**config.mk**
```make
export PLATFORM = sky130hd
export DESIGN_NAME = four_phase_sender
export DESIGN_NICKNAME = d
export VERILOG_FILES = /design/src/rtl/four_phase_sender.sv
export SDC_FILE = /design/constraint.sdc
export NUM_CORES = 1
export LEC_CHECK = 0
export CAP_MARGIN = 20
export CELL_PAD_IN_SITES_DETAIL_PLACEMENT = 1
export CELL_PAD_IN_SITES_GLOBAL_PLACEMENT = 2
export CORE_MARGIN = 2
export CORE_UTILIZATION = 30
export CTS_CLUSTER_SIZE = 8
export DETAILED_ROUTE_END_ITERATION = 10
export PLACE_DENSITY = 0.79
export RECOVER_POWER = 50
export SLEW_MARGIN = 0
export SYNTH_ARGS = -nofsm -noshare
export SYNTH_HDL_FRONTEND = slang
export SYNTH_SLANG_ARGS = --single-unit
```
**constraint.sdc**
```tcl
create_clock -name clk -period 2 [get_ports clk]
set_input_delay 0.3 -clock clk [delete_from_list [all_inputs] [get_ports clk]]
set_output_delay 0.3 -clock clk [all_outputs]
set_load 0.02 [all_outputs]
```
**src/rtl/four_phase_sender.sv**
```systemverilog
// four_phase_sender: valid/ready to four-phase bundled-data req/ack initiator.
// Synchronises the async ack, sequences req, and flags timeouts and protocol violations.
module four_phase_sender #(
  parameter int unsigned DATA_WIDTH     = 8,
  parameter int unsigned SYNC_STAGES    = 2,
  parameter int unsigned SETUP_CYCLES   = 1,
  parameter int unsigned TIMEOUT_CYCLES = 1023
) (
  input  logic                  clk,
  input  logic                  rst,
  input  logic                  in_valid,
  output logic                  in_ready,
  input  logic [DATA_WIDTH-1:0] in_data,
  output logic                  req,
  output logic [DATA_WIDTH-1:0] data_out,
  input  logic                  ack,
  output logic                  xfer_done,
  output logic [15:0]           xfer_count,
  output logic                  timeout_err,
  output logic                  proto_err
);

  localparam int unsigned T_MAX = (TIMEOUT_CYCLES > SYNC_STAGES) ? TIMEOUT_CYCLES : SYNC_STAGES;
  localparam int unsigned TW    = $clog2(T_MAX + 1);
  localparam int unsigned SW    = $clog2(SETUP_CYCLES + 1);

  typedef enum logic [2:0] {
    DRAIN   = 3'd0,
    IDLE    = 3'd1,
    SETUP   = 3'd2,
    WAIT_HI = 3'd3,
    WAIT_LO = 3'd4
  } state_t;

  state_t                 state_q, state_n;
  logic                   req_q, req_n;
  logic [DATA_WIDTH-1:0]  data_q, data_n;
  logic                   done_q, done_n;
  logic [15:0]            xcnt_q, xcnt_n;
  logic                   terr_q, terr_n;
  logic                   perr_q, perr_n;
  logic [SW-1:0]          scnt_q, scnt_n;
  logic [TW-1:0]          tcnt_q, tcnt_n;
  logic [SYNC_STAGES-1:0] sync_q;
  logic                   ack_s;
  logic                   waiting;
  logic                   entering_wait;

  // ack synchroniser; only its last stage is ever looked at
  always_ff @(posedge clk) begin
    if (rst) sync_q <= '0;
    else     sync_q <= {sync_q[SYNC_STAGES-2:0], ack};
  end

  assign ack_s = sync_q[SYNC_STAGES-1];

  always_ff @(posedge clk) begin
    if (rst) begin
      state_q <= DRAIN;
      req_q   <= 1'b0;
      data_q  <= '0;
      done_q  <= 1'b0;
      xcnt_q  <= '0;
      terr_q  <= 1'b0;
      perr_q  <= 1'b0;
      scnt_q  <= '0;
      tcnt_q  <= '0;
    end else begin
      state_q <= state_n;
      req_q   <= req_n;
      data_q  <= data_n;
      done_q  <= done_n;
      xcnt_q  <= xcnt_n;
      terr_q  <= terr_n;
      perr_q  <= perr_n;
      scnt_q  <= scnt_n;
      tcnt_q  <= tcnt_n;
    end
  end

  assign waiting       = (state_q == DRAIN) || (state_q == WAIT_HI) || (state_q == WAIT_LO);
  assign entering_wait = (state_n != state_q) &&
                         ((state_n == DRAIN) || (state_n == WAIT_HI) || (state_n == WAIT_LO));

  always_comb begin
    state_n = state_q;
    req_n   = req_q;
    data_n  = data_q;
    done_n  = 1'b0;
    xcnt_n  = xcnt_q;
    terr_n  = terr_q;
    perr_n  = perr_q;
    scnt_n  = scnt_q;
    tcnt_n  = tcnt_q;

    case (state_q)
      DRAIN: begin
        if ((tcnt_q >= TW'(SYNC_STAGES)) && !ack_s) state_n = IDLE;
      end
      IDLE: begin
        if (ack_s) perr_n = 1'b1;
        if (in_valid) begin
          data_n  = in_data;
          scnt_n  = SW'(SETUP_CYCLES);
          state_n = SETUP;
        end
      end
      SETUP: begin
        // a stray ack before req rise parks the launch until ack_s drops
        if (ack_s) begin
          perr_n = 1'b1;
          scnt_n = '0;
        end else if (scnt_q <= SW'(1)) begin
          scnt_n  = '0;
          req_n   = 1'b1;
          state_n = WAIT_HI;
        end else begin
          scnt_n = scnt_q - SW'(1);
        end
      end
      WAIT_HI: begin
        if (ack_s) begin
          req_n   = 1'b0;
          done_n  = 1'b1;
          xcnt_n  = xcnt_q + 16'd1;
          state_n = WAIT_LO;
        end
      end
      WAIT_LO: begin
        if (!ack_s) state_n = IDLE;
      end
      default: state_n = DRAIN;
    endcase

    // saturating wait-time counter; the FSM keeps waiting after a timeout
    if (entering_wait) begin
      tcnt_n = '0;
    end else if (waiting) begin
      if (tcnt_q != '1) tcnt_n = tcnt_q + TW'(1);
      if ((TIMEOUT_CYCLES != 0) && (tcnt_n == TW'(TIMEOUT_CYCLES))) terr_n = 1'b1;
    end
  end

  assign in_ready    = (state_q == IDLE);
  assign req         = req_q;
  assign data_out    = data_q;
  assign xfer_done   = done_q;
  assign xfer_count  = xcnt_q;
  assign timeout_err = terr_q;
  assign proto_err   = perr_q;

endmodule

```
==> impl_metrics.py <==
metrics = {
    "min_path": {
        "holdPathEnd": "timeout_err",
        "whs_path_depth": 2,
        "worstHoldStart": "timeout_err",
        "min_path_type": "register to register",
    },
    "critical_path": {
        "critPathMaxStageDelay_ps": 410,
        "worst_path_max_delay_cell": "a2111o_1",
        "startpoint_type": "register",
        "r2r_cells": 6,
        "worstPathRequired_ps": 2200,
        "setup.worst_path.end_class": "register",
        "path_class": "register to register",
        "path_delay_family": "compound AO/OA/AOI/OAI gates",
        "r2r_start": "tcnt_q[0]",
        "cp_max_fo": 7,
        "r2r_end": "timeout_err",
        "arrival_ps": 2020,
        "worst-path-buf-inv": 0,
        "reg2reg_slack_ps": 180,
        "path_cells": "ha_1 > nand2_1 > a21oi_1 > a2111o_1 > a211o_1 > o32ai_1",
    },
    "timing": {
        "fin_skew_ps": 9.78,
        "slew_headroom_pct": 53.7,
        "rsz0062_at_grt": "no",
        "max_freq_mhz": 548,
        "fin_crit_ps": 1820,
        "hold_viol": 0,
        "tns_ps": 0,
        "min_period_over_period_pct": 91.2,
        "finalMaxSlewViolations": 0,
        "tightest_slew_ps": 694,
        "finalSetupViolCount": 0,
    },
    "placement": {
        "dpl-instance-area_um2": 2540,
        "place_inst": 347,
        "dp.final_hpwl_um": 3670,
        "place_congestion": 0.818,
        "io_buffers": 40,
    },
    "synth": {
        "synth.area.top_cells": "dfxtp_1 41%, nor2_1 6.8%, xor2_1 5.5%",
        "synth_nets": 252,
        "ys_async_sr_fraction_pct": 0,
        "yosys.area.top_type": "dfxtp_1",
        "synth_edf_count": 0,
        "syn_inst": 237,
        "syn_avg_cell_area_um2": 8.80,
        "synth_flop_cell": "dfxtp_1",
        "synthDistinctLibCells": 45,
        "yosys_warnings": 0,
        "ys_ff_latch": 43,
        "seq_area_frac_synth_pct": 41.3,
        "synth_commonest_cells": "43 x dfxtp_1, 38 x nor2_1, 14 x a21oi_1, 14 x nand3_1",
        "synth_most_common_cell": "dfxtp_1",
        "netlist_area_um2": 2090,
        "synth_top_area_share_pct": 41.3,
    },
    "layout": {
        "stdcell_area_um2": 2620,
        "diodes": 0,
        "nets": 289,
        "drive_above_1_share_pct": 7.30,
        "stdcell_count": 354,
        "syn2layout_area_growth_pct": 25.5,
    },
    "clock_network": {
        "cts_buffers": 5,
        "clkTransAtPathRegs_ps": 80,
        "postCtsHoldBufs": 0,
        "cts_max_path_buffers": 2,
        "cts_tree": "yes",
        "clock_latency_ps": 300,
        "cts_max_level": 2,
        "clock-sinks": 43,
        "cts-root-buf": "clkbuf_8",
    },
    "floorplanning": {
        "pin_count": 41,
        "coreArea_um2": 6760,
        "num_rows": 30,
        "die_h_um": 87.4,
        "initial_core_util_pct": 30.9,
        "die_x_um": 87.4,
        "fp.dieArea_um2": 7640,
    },
    "power_and_ir_drop": {
        "switching_share_pct": 31.0,
        "p_int_mw": 1.51,
        "p_per_area_nw_per_um2": 836,
        "p_sw_uw": 677,
        "total_leakage_power_nw": 0.982,
        "p_seq_share_pct": 46.0,
        "vdd_ir_drop_max_mv": 0.304,
        "clockPowerShare_pct": 30.9,
        "comb_power_share_pct": 23.1,
    },
    "global_routing": {
        "globalRouteOverflowTotal": 0,
        "grt_pass1_wl_um": 8780,
        "grt_max_degree": 35,
        "grt_usage_pct": 14.2,
        "grt_pass1_vias": 1837,
        "grt_antenna_before_repair": 0,
    },
    "outcome": {
        "status": "completed",
    },
    "run": {
        "drv_cap": 0,
    },
    "drt": {
        "drt_iter0_drc": 41,
        "dr.pass1.iters": 4,
        "drc": 0,
        "wl_um": 5110,
        "wl_per_cell_um": 14.4,
        "vias": 1771,
        "viasPerCell": 5.00,
        "postRouteAntennaNets": 0,
    },
}
[worst min-delay path: stages (launching register included)]
cell	delay, ps
dfxtp_1	320
inv_1	50
o32ai_1	60
[flip-flops by register name, summed over array words and instances (netlist names)]
| register | count |
|---|---|
| xfer_count | 16 |
| tcnt_q | 10 |
| data_out | 8 |
| state_q | 3 |
| sync_q | 2 |
| proto_err | 1 |
| req | 1 |
| timeout_err | 1 |
| xfer_done | 1 |
[cell families after synthesis]
| kind of cell | after synthesis | synth area share, % |
|---|---|---|
| AND/OR/NAND/NOR | 108 | 29.3 |
| flip-flops | 43 | 41.3 |
| AO/OA/AOI/OAI | 29 | 8.58 |
| buffers and inverters | 24 | 5.76 |
| XOR/XNOR | 19 | 7.98 |
| multiplexers | 11 | 5.34 |
| adder cells (fa/ha/maj) | 3 | 1.80 |
[layout make-up]
cell class / count / area [µm²]
multi-input combinational: 170 / 1100
timing repair buffer: 45 / 419
clock inverter: 2 / 37.5
sequential: 43 / 862
fill: 818 / 4140
clock buffer: 5 / 68.8
tap: 80 / 100
inverter: 9 / 33.8
[how the worst max path moves through the flow]
stage                from          end  slack, ps  depth (start not counted)
6_report        tcnt_q[0]  timeout_err        180                          6
5_1_grt         tcnt_q[0]  timeout_err         30                          6
4_1_cts        state_q[2]     in_ready         40                          2
3_5_place_dp    tcnt_q[0]  timeout_err        170                          6
3_3_place_gp    tcnt_q[0]  timeout_err        250                          6
2_1_floorplan  state_q[1]  data_out[7]        240                          6
[layer usage]
metal	GRT usage, %	vias to the layer above	share of wire [%]
li1	-	890	-
met1	17.9	846	48
met2	24.0	30	47
met3	4.36	5	4.8
met4	2.94	0	0.92
met5	0	-	0
[power groups by stage]
stage / Sequential (mW) / Clock, mW / Combinational [mW]
6_report: 1.01 / 0.676 / 0.505
3_3_place_gp: 1.02 / 0 / 0.534
5_1_grt: 1.02 / 0.733 / 0.570
2_1_floorplan: 1.02 / 0 / 0.371
4_1_cts: 1.01 / 0.703 / 0.541
3_5_place_dp: 1.02 / 0 / 0.537
[placed cells by master, fill, tap and decap left out, drive strengths merged, types with 2 or more instances in the layout]
master / instances
dlygate4sd3: 20
xor2: 13
inv: 9
or3: 2
ha: 3
nand4: 9
nor4: 6
clkbuf: 10
dfxtp: 43
and4: 3
clkdlybuf4s50: 19
o211ai: 2
mux2i: 10
nand3: 15
a31oi: 2
a211oi: 2
xnor2: 6
and2: 3
a21oi: 15
o21ai: 4
nor3: 5
nor3b: 2
or2: 2
nor2b: 4
nand2: 13
nor2: 38
[through the flow]
step / hold slack [ps] / total power [mW] / utilization (%) / worst slack, ps
2_1_floorplan: 414 / 1.39 / - / 236
4_1_cts: 478 / 2.25 / 39.1 / 36.3
3_5_place_dp: 466 / 1.56 / 37.6 / 167
3_3_place_gp: 460 / 1.55 / 37.6 / 252
5_1_grt: 480 / 2.32 / 38.7 / 26.0
6_report: 470 / 2.19 / 38.7 / 175
[what timing repair did]
action | CTS | global route
buffers inserted | 0 | 0
resized for setup | 1 | 1
setup endpoints to repair | 1 | 1
(Power assumes the default switching activity.)
